$ cat src/rtl/div_disp_pkg.sv
`default_nettype none
// ============================================================================
// div_disp_pkg : shared types, segment codes and BCD helpers for the display
// Rev 1.0
// ============================================================================
package div_disp_pkg;

    typedef enum logic [0:0] {
        IDLE = 1'b0,
        CONV = 1'b1
    } state_t;

    localparam int ITER = 6;

    // Segment order {g,f,e,d,c,b,a}, active-low
    localparam logic [6:0] SEG_BLANK = 7'h7F;
    localparam logic [6:0] SEG_0     = 7'h40;
    localparam logic [6:0] SEG_1     = 7'h79;
    localparam logic [6:0] SEG_2     = 7'h24;
    localparam logic [6:0] SEG_3     = 7'h30;
    localparam logic [6:0] SEG_4     = 7'h19;
    localparam logic [6:0] SEG_5     = 7'h12;
    localparam logic [6:0] SEG_6     = 7'h02;
    localparam logic [6:0] SEG_7     = 7'h78;
    localparam logic [6:0] SEG_8     = 7'h00;
    localparam logic [6:0] SEG_9     = 7'h10;

    function automatic logic [3:0] dd_adj(input logic [3:0] n);
        return (n >= 4'd5) ? n + 4'd3 : n;
    endfunction

    // One double-dabble step: adjust both nibbles, then shift in the next binary bit
    function automatic logic [7:0] dd_step(input logic [7:0] acc, input logic b);
        return ({dd_adj(acc[7:4]), dd_adj(acc[3:0])} << 1) | {7'd0, b};
    endfunction

endpackage
`default_nettype wire

$ cat src/rtl/div_result_display_seg7_decode.sv
`default_nettype none
// ============================================================================
// seg7_decode : 4-bit BCD digit to active-low 7-segment pattern with blanking
// Rev 1.0
// ============================================================================
module seg7_decode
    import div_disp_pkg::*;
(
    input  logic [3:0] i_bcd,
    input  logic       i_blank,
    output logic [6:0] o_seg
);

    always_comb begin
        o_seg = SEG_BLANK;
        if (!i_blank) begin
            case (i_bcd)
                4'd0:    o_seg = SEG_0;
                4'd1:    o_seg = SEG_1;
                4'd2:    o_seg = SEG_2;
                4'd3:    o_seg = SEG_3;
                4'd4:    o_seg = SEG_4;
                4'd5:    o_seg = SEG_5;
                4'd6:    o_seg = SEG_6;
                4'd7:    o_seg = SEG_7;
                4'd8:    o_seg = SEG_8;
                4'd9:    o_seg = SEG_9;
                default: o_seg = SEG_BLANK;
            endcase
        end
    end

endmodule
`default_nettype wire

$ cat src/rtl/div_result_display.sv
`default_nettype none
// ============================================================================
// div_result_display : converts divider q/r to BCD and scans a 4-digit display
// Rev 1.0
// ============================================================================
module div_result_display
    import div_disp_pkg::*;
#(
    parameter int REFRESH_DIV = 4096
) (
    input  logic        clk,
    input  logic        rst_n,
    input  logic        load,
    input  logic [5:0]  q,
    input  logic [5:0]  r,
    output logic        busy,
    output logic [15:0] bcd,
    output logic        bcd_valid,
    output logic [3:0]  an,
    output logic [6:0]  seg
);

    localparam int              c_CW        = $clog2(REFRESH_DIV);
    localparam logic [c_CW-1:0] c_REF_LAST  = c_CW'(REFRESH_DIV - 1);
    localparam logic [c_CW-1:0] c_REF_ONE   = c_CW'(1);
    localparam logic [2:0]      c_LAST_ITER = 3'(ITER - 1);

    state_t          r_state;
    logic [5:0]      r_qbin;
    logic [5:0]      r_rbin;
    logic [7:0]      r_qacc;
    logic [7:0]      r_racc;
    logic [2:0]      r_cnt;
    logic            r_busy;
    logic [15:0]     r_bcd;
    logic            r_valid;
    logic [c_CW-1:0] r_refresh;
    logic [1:0]      r_sel;
    logic [3:0]      r_an;
    logic [6:0]      r_seg;

    logic [7:0]      w_qacc_nxt;
    logic [7:0]      w_racc_nxt;
    logic [3:0]      w_digit;
    logic            w_blank;
    logic [3:0]      w_an_nxt;
    logic [6:0]      w_seg_nxt;

    assign w_qacc_nxt = dd_step(r_qacc, r_qbin[5]);
    assign w_racc_nxt = dd_step(r_racc, r_rbin[5]);

    always_ff @(posedge clk or negedge rst_n) begin
        if (!rst_n) begin
            r_state <= IDLE;
            r_qbin  <= 6'd0;
            r_rbin  <= 6'd0;
            r_qacc  <= 8'd0;
            r_racc  <= 8'd0;
            r_cnt   <= 3'd0;
            r_busy  <= 1'b0;
            r_bcd   <= 16'h0000;
            r_valid <= 1'b0;
        end else begin
            case (r_state)
                IDLE: begin
                    if (load) begin
                        r_qbin  <= q;
                        r_rbin  <= r;
                        r_qacc  <= 8'd0;
                        r_racc  <= 8'd0;
                        r_cnt   <= 3'd0;
                        r_busy  <= 1'b1;
                        r_state <= CONV;
                    end
                end
                CONV: begin
                    r_qacc <= w_qacc_nxt;
                    r_racc <= w_racc_nxt;
                    r_qbin <= {r_qbin[4:0], 1'b0};
                    r_rbin <= {r_rbin[4:0], 1'b0};
                    r_cnt  <= r_cnt + 3'd1;
                    // Publish only the finished result so the display never sees partial digits
                    if (r_cnt == c_LAST_ITER) begin
                        r_bcd   <= {w_qacc_nxt, w_racc_nxt};
                        r_valid <= 1'b1;
                        r_busy  <= 1'b0;
                        r_state <= IDLE;
                    end
                end
                default: r_state <= IDLE;
            endcase
        end
    end

    always_comb begin
        w_digit  = r_bcd[3:0];
        w_blank  = 1'b0;
        w_an_nxt = 4'b1110;
        case (r_sel)
            2'd0: begin
                w_digit  = r_bcd[3:0];
                w_an_nxt = 4'b1110;
            end
            2'd1: begin
                w_digit  = r_bcd[7:4];
                w_blank  = (r_bcd[7:4] == 4'd0);
                w_an_nxt = 4'b1101;
            end
            2'd2: begin
                w_digit  = r_bcd[11:8];
                w_an_nxt = 4'b1011;
            end
            default: begin
                w_digit  = r_bcd[15:12];
                w_blank  = (r_bcd[15:12] == 4'd0);
                w_an_nxt = 4'b0111;
            end
        endcase
    end

    seg7_decode u_seg7 (
        .i_bcd   (w_digit),
        .i_blank (w_blank),
        .o_seg   (w_seg_nxt)
    );

    // Refresh scan is free-running and independent of the conversion FSM
    always_ff @(posedge clk or negedge rst_n) begin
        if (!rst_n) begin
            r_refresh <= '0;
            r_sel     <= 2'd0;
            r_an      <= 4'b1111;
            r_seg     <= SEG_BLANK;
        end else begin
            r_an  <= w_an_nxt;
            r_seg <= w_seg_nxt;
            if (r_refresh == c_REF_LAST) begin
                r_refresh <= '0;
                r_sel     <= r_sel + 2'd1;
            end else begin
                r_refresh <= r_refresh + c_REF_ONE;
            end
        end
    end

    assign busy      = r_busy;
    assign bcd       = r_bcd;
    assign bcd_valid = r_valid;
    assign an        = r_an;
    assign seg       = r_seg;

endmodule
`default_nettype wire

$ cat config.mk
export PLATFORM = sky130hd
export DESIGN_NAME = div_result_display
export DESIGN_NICKNAME = d
export VERILOG_FILES = /design/src/rtl/div_disp_pkg.sv /design/src/rtl/div_result_display_seg7_decode.sv /design/src/rtl/div_result_display.sv
export SDC_FILE = /design/constraint.sdc
export NUM_CORES = 1
export LEC_CHECK = 0
export BUFFER_PORTS_ARGS = -buffer_cell sky130_fd_sc_hd__buf_2
export CAP_MARGIN = 15
export CORE_MARGIN = 10
export CORE_UTILIZATION = 45
export CTS_BUF_LIST = sky130_fd_sc_hd__clkbuf_8
export DETAILED_ROUTE_END_ITERATION = 16
export PLACE_DENSITY = 0.76
export SYNTH_ARGS = -nofsm -noshare
export SYNTH_HDL_FRONTEND = slang
export SYNTH_SLANG_ARGS = --single-unit
export TNS_END_PERCENT = 5
$ cat constraint.sdc
create_clock -name clk -period 2.05 [get_ports clk]
set_clock_uncertainty 0.05 [all_clocks]
set_input_delay 0.205 -clock clk [delete_from_list [all_inputs] [get_ports clk]]
set_output_delay 0.205 -clock clk [all_outputs]
set_load 0.005 [all_outputs]
==> Word level (Yosys, flattened, before mapping) <==
Memories as Yosys holds them, arrays and structs flattened.
Index checks and enable logic that the tools add are counted.
{ "totals": {"regBits": 75, "romBits": 112, "in_bits": 15, "output_inout_bits": 29, "wordCells": 64, "n_memories": 1} }
{ "memory_table": {"columns": ["name", "depth", "word_bits", "read_ports", "rd_clocked_by_memory_dff", "write_ports", "line", "rtl"], "rows": [
  ["(name not given)", 16, 7, 1, 0, 0, "div_result_display_seg7_decode.sv:17", "case (i_bcd)"]
]} }
{ "classes": {"n_addsub": 7, "magnitude_cmp": 4, "eq_ne": 6, "n_mux": 24, "bitwise_logic": 3, "n_reduce_logical": 6} }
{ "op_table": {"columns": ["op", "count"], "rows": [
  ["$pmux W8 S2", 2],
  ["$pmux W4 S3", 2],
  ["$pmux W6 S2", 2],
  ["$ge A4 B3 Y1 const B", 4],
  ["$or A8 B1 Y8", 2],
  ["$add A12 B1 Y12 const B", 1],
  ["$eq A12 B12 Y1 const B", 1],
  ["$mux W12", 1],
  ["$mux W6", 2],
  ["$mux W3", 3],
  ["$add A4 B2 Y4 const B", 2],
  ["$logic_not A4 Y1", 2],
  ["$mux W4", 2],
  ["$mux W8", 1],
  ["$mux W7", 1],
  ["$add A3 B2 Y3 const B", 2],
  ["$pmux W1 S2", 3],
  ["$pmux W3 S2", 1],
  ["$mux W1", 4],
  ["$reduce_and A2 Y1", 2],
  ["$add A3 B1 Y3 const B", 1],
  ["$eq A3 B3 Y1 const B", 1],
  ["$add A2 B1 Y2 const B", 1],
  ["$eq A2 B1 Y1 const B", 1],
  ["6 further kinds", 6]
]} }

==> Longest topological paths before layout <==
{ "depth": {"depth_word": 4, "ltp_mapped": 9} }

==> Hierarchy <==
A second synthesis with hierarchy kept.
{ "hier_totals": {"cells_unflattened": 334, "area_unflattened_um2": 3686.0} }
{ "by_module_without_submodules": {"columns": ["mod", "n_inst", "cells_each", "area_each_um2", "seq_area_each_um2"], "rows": [
  ["div_result_display", 1, 299, 3433.3, 1890.6],
  ["seg7_decode", 1, 35, 252.7, 0.0]
]} }

==> Least setup slack after synthesis <==
Ideal clock, no wire load.
{ "synth_path": {"kind": "reg-to-reg", "start": "register r_sel[0]", "end": "register r_seg[4], in the netlist seg[4]", "setup_ns": 0.073, "t_arrival_ns": 1.846, "setup_slack_ns": 0.081, "stages_incl_launch_ff": 10, "n_path_buf": 0, "path_cell_list": "dfrtp_1 > inv_1 > ha_1 > a22oi_1 > a2bb2oi_2 > inv_1 > ha_1 > a211o_1 > o211a_1 > o21bai_1"} }
{ "synth_between": {"elab_chain_len": 4, "word_cells_on_any_way": 8, "classes_between": "2 x eq/ne; 3 x mux; 2 x reduce/logical; 1 x memory"} }
{ "synth_rtl": {"columns": ["element", "line", "rtl"], "rows": [
  ["from (decl)", "div_result_display.sv:38", "logic [1:0] r_sel;"],
  ["from (signal assigned)", "div_result_display.sv:139", "r_sel <= r_sel + 2'd1;"],
  ["$eq A2 B2 Y1 (tied with other cells)", "div_result_display.sv:99", "case (r_sel)"],
  ["$pmux W4 S3 or $reduce_or A2 Y1 (tied branches)", null, null],
  ["$mem_v2 Z16 W7 or $pmux W1 S2 (tied branches)", null, null],
  ["$mux W7 *", "div_result_display_seg7_decode.sv:16", "if (!i_blank) begin"],
  ["via u_seg7.o_seg[4]", "div_result_display_seg7_decode.sv:11", "output logic [6:0] o_seg"],
  ["to (signal assigned)", "div_result_display.sv:136", "r_seg <= w_seg_nxt;"],
  ["to (decl)", "div_result_display.sv:40", "logic [6:0] r_seg;"]
]} }
The timed path passes the listed nets; every way through them passes the cells marked *.
A chain may end at the register's enable or synchronous reset.

==> Worst setup path after layout <==
{ "layout_path": {"start": "register r_sel[1]", "end": "register r_seg[3], in the netlist seg[3]"} }
The elaborated chain is that of the path after synthesis.

==> metrics.md <==
| Metric | Value |
|---|---|
| Number of antenna violations at the first check in global routing | 0 |
| Count of cell types in the netlist | 44 |
| Hold WC Path Type | input pin to register |
| Clock-pin slew reported for the worst setup and hold paths after clock tree synthesis | 0.08 ns |
| Slew at the pin closest to its max-slew limit | 0.6978 ns |
| Delay of the slowest cell on the worst path | 0.41 ns |
| Number of global-route vias before repair | 2695 |
| Syn avg cell area | 11.05 µm² |
| Layout overhead on the synthesized area | 17.65% |
| Synthesized instance count | 337 |
| Floorplan row count | 33 |
| CORE AREA | 8134 µm² |
| Crit path max fanout | 5 |
| IR drop worst, VDD | 0.0005099 V |
| Area of the die | 12310 µm² |
| Count of endpoints failing setup in the final report | 0 |
| CTS tree | built |
| Sequential fraction of the synthesis area | 50.79% |
| Signal arrival time at the worst endpoint | 2.22 ns |
| Drc violations | 0 |
| Routability cong. | 0.8063 |
| Final routed wire length divided by cell count | 15.23 µm |
| Y dimension of the die | 111.0 µm |
| Power per standard cell area | 1339 nW/µm² |
| Number of design-rule violations left by the first detailed-router iteration | 137 |
| Share of the clock period used by the worst path | 97.43% |
| Crit path capture type | register |
| Total global routing overflow | 0 |
| Detailed-route wire length | 7585 µm |
| Maximum buffer depth of the clock tree | 2 |
| Largest net degree at the start of global routing | 52 |
| Synth Warn # | 0 |
| Slew HR | 53.48% |
| Number of enable-type register cells in the synthesized netlist | 0 |
| Clock latency at the later pin of the worst-skew pair | 0.34 ns |
| Endpoints failing hold | 0 |
| Ys flop type | sky130_fd_sc_hd__dfrtp_1 |
| Final instance area | 4379 µm² |
| Setup repair after global routing missed its margin | true |
| Number of nets in the layout | 424 |
| Vias per std cell | 5.275 |
| Async set-reset flop share out of synthesis | 100.0% |
| Detail Placement HPWL | 5292 µm |
| Antenna fix cells | 0 |
| Worst Setup Start Kind | register |
| First-pass GRT wire length | 13030 µm |
| Worst-path cell with the longest stage delay | sky130_fd_sc_hd__dfrtp_1 |
| Length of the first detailed-routing pass in iterations | 5 |
| Total of max-cap violations | 0 |
| Antenna-violating nets left | 0 |
| TritonCTS Sinks | 75 |
| Slew Viols, Final | 0 |
| Starting Density | 45.76% |
| Register bit count reported by yosys | 75 |
| Synthesized netlist net count | 373 |
| Clock root cell | sky130_fd_sc_hd__clkbuf_8 |
| TritonCTS Buffers | 9 |
| I/O pin count | 44 |
| Total GRT Usage | 12.45% |
| List of cells traversed by the critical path | buf_4 > ha_4 > a21oi_1 > a2bb2oi_4 > buf_4 > ha_1 > nor4_1 > a21oi_1 |
| Placement Cell Area | 4061 µm² |
| Worst reg2reg setup slack | 0.05 ns |
| Category of the critical setup timing path | register to register |
| Highest clock rate | 0.5007 GHz |
| Max H-tree Level | 3 |
| Family of cells with the greatest summed delay on the critical path | compound AO/OA/AOI/OAI gates |
| Cell leakage power | 2.088 nW |
| Result of the run | completed |
| Final period demand of the worst path | 1.997 ns |
| Number of buffer cells added on primary ports | 43 |
| Post-synth design cell area | 3722 µm² |
| Overall via count from detail_route | 2627 |
| Die boundary width | 111.0 µm |
| Buffering stage count on the worst path with inverters included | 2 |
| Ratio of cells with drive above 1 in the final layout | 24.68% |
| Total power consumption of the routed design | 0.005865 W |
| Required arrival time at the worst endpoint | 2.27 ns |
-- per-layer routing --
layer / vias up / share of wire, % / track usage [%]
met1: 1295 / 44 / 14.92
li1: 1266 / - / -
met5: - / 0 / 0
met3: 16 / 4.4 / 2.814
met4: 0 / 2.2 / 5.642
met2: 50 / 50 / 20.72
-- flip-flops by register name (all words and copies together), names as in the netlist --
name and cells:
r_racc 8, r_state 1, seg 7, r_qacc 8, r_sel 2, busy 1
r_cnt 3, r_rbin 6, r_qbin 6, bcd 16, an 4, r_refresh 12
bcd_valid 1
-- power breakdown --
group          switching, W  internal [W]  total, W
sequential         0.000422       0.00203   0.00246
clock              0.000528      0.000549   0.00108
combinational       0.00123       0.00111   0.00233
total               0.00218       0.00369   0.00587
-- synth_stat cells (3+ instances only) --
cell type,instances,share of area (%)
sky130_fd_sc_hd__dfrtp_1,64,43
sky130_fd_sc_hd__mux2i_1,30,8.1
sky130_fd_sc_hd__nand2_1,25,2.5
sky130_fd_sc_hd__o21ai_0,23,3.1
sky130_fd_sc_hd__ha_1,21,7.1
sky130_fd_sc_hd__inv_1,19,1.9
sky130_fd_sc_hd__a21oi_1,17,2.3
sky130_fd_sc_hd__nand2b_1,17,2.9
sky130_fd_sc_hd__nor2_1,13,1.3
sky130_fd_sc_hd__nor3b_1,12,2.4
sky130_fd_sc_hd__xnor2_1,12,2.8
sky130_fd_sc_hd__dfstp_2,11,7.8
sky130_fd_sc_hd__clkbuf_1,8,0.81
sky130_fd_sc_hd__mux2_2,7,2.1
sky130_fd_sc_hd__nand3_1,5,0.67
sky130_fd_sc_hd__a21o_1,4,0.81
sky130_fd_sc_hd__a22oi_1,4,0.81
sky130_fd_sc_hd__xor2_1,4,0.94
sky130_fd_sc_hd__buf_2,3,0.40
sky130_fd_sc_hd__nor2b_1,3,0.50
sky130_fd_sc_hd__nor3_1,3,0.40
sky130_fd_sc_hd__o21bai_1,3,0.60
sky130_fd_sc_hd__o31ai_1,3,0.60
-- area by class of cell --
class	count	area, µm²
multi-input cells	229	1783
clock inverters	7	61.31
well taps	105	131.4
repair buffers	53	307.8
inverters	20	80.08
flip-flops and latches	75	1892
clock buffers	9	123.9
fillers	694	3755
-- per-stage QoR --
step / instances / util [%] / hold slack, ns / TNS, ns / setup slack [ns]
2_1_floorplan: 337 / - / -0.1406 / 0 / 0.08065
4_1_cts: 494 / 52.38 / 0.05555 / 0 / 0.01987
6_report: 498 / 53.84 / 0.06216 / 0 / 0.05261
3_5_place_dp: 477 / 49.93 / 0.1085 / -0.8879 / -0.1685
5_1_grt: 498 / 53.84 / 0.09014 / -0.03290 / -0.03273
3_3_place_gp: 477 / 49.93 / 0.1087 / -0.1756 / -0.05980
-- placed cells by master, fill, tap and decap left out, types with 13 or more instances in the layout --
| master | instances |
|---|---|
| sky130_fd_sc_hd__a21oi_1 | 16 |
| sky130_fd_sc_hd__buf_2 | 42 |
| sky130_fd_sc_hd__dfrtp_1 | 63 |
| sky130_fd_sc_hd__ha_1 | 17 |
| sky130_fd_sc_hd__inv_1 | 20 |
| sky130_fd_sc_hd__mux2i_1 | 30 |
| sky130_fd_sc_hd__nand2_1 | 25 |
| sky130_fd_sc_hd__nand2b_1 | 17 |
| sky130_fd_sc_hd__nor2_1 | 13 |
| sky130_fd_sc_hd__o21ai_0 | 23 |
-- kinds of logic after synthesis --
logic type               synth area share, %
multiplexers                           10.49
AO/OA/AOI/OAI                          11.46
buffers and inverters                  3.630
adder cells (fa/ha/maj)                7.059
AND/OR/NAND/NOR                        12.81
XOR/XNOR                               3.765
flip-flops                             50.79
-- worst paths after layout --
kind	start	endpoint	cells past startpoint
max in group asynchronous	rst_n	seg[2]	3
min	r[0]	r_rbin[0]	3
min in group asynchronous	rst_n	r_qacc[3]	2
max	r_sel[1]	seg[3]	8
min reg2reg	r_refresh[10]	r_refresh[10]	1
max reg2reg	r_sel[1]	seg[3]	8
-- worst min-delay path, stage by stage --
cell,delay [ns]
sky130_fd_sc_hd__buf_2,0.08
sky130_fd_sc_hd__mux2i_1,0.06
sky130_fd_sc_hd__nor2_1,0.08
-- repair_timing --
| item | 4_1_cts | 5_1_grt |
|---|---|---|
| pin swaps | 0 | 2 |
| buffers inserted | 0 | 4 |
| setup endpoints to repair | 7 | 7 |
| gates resized for setup | 1 | 16 |
| endpoints found under the hold margin | 28 | 0 |
| hold buffers | 1 | 0 |
(Power assumes the default switching activity.)
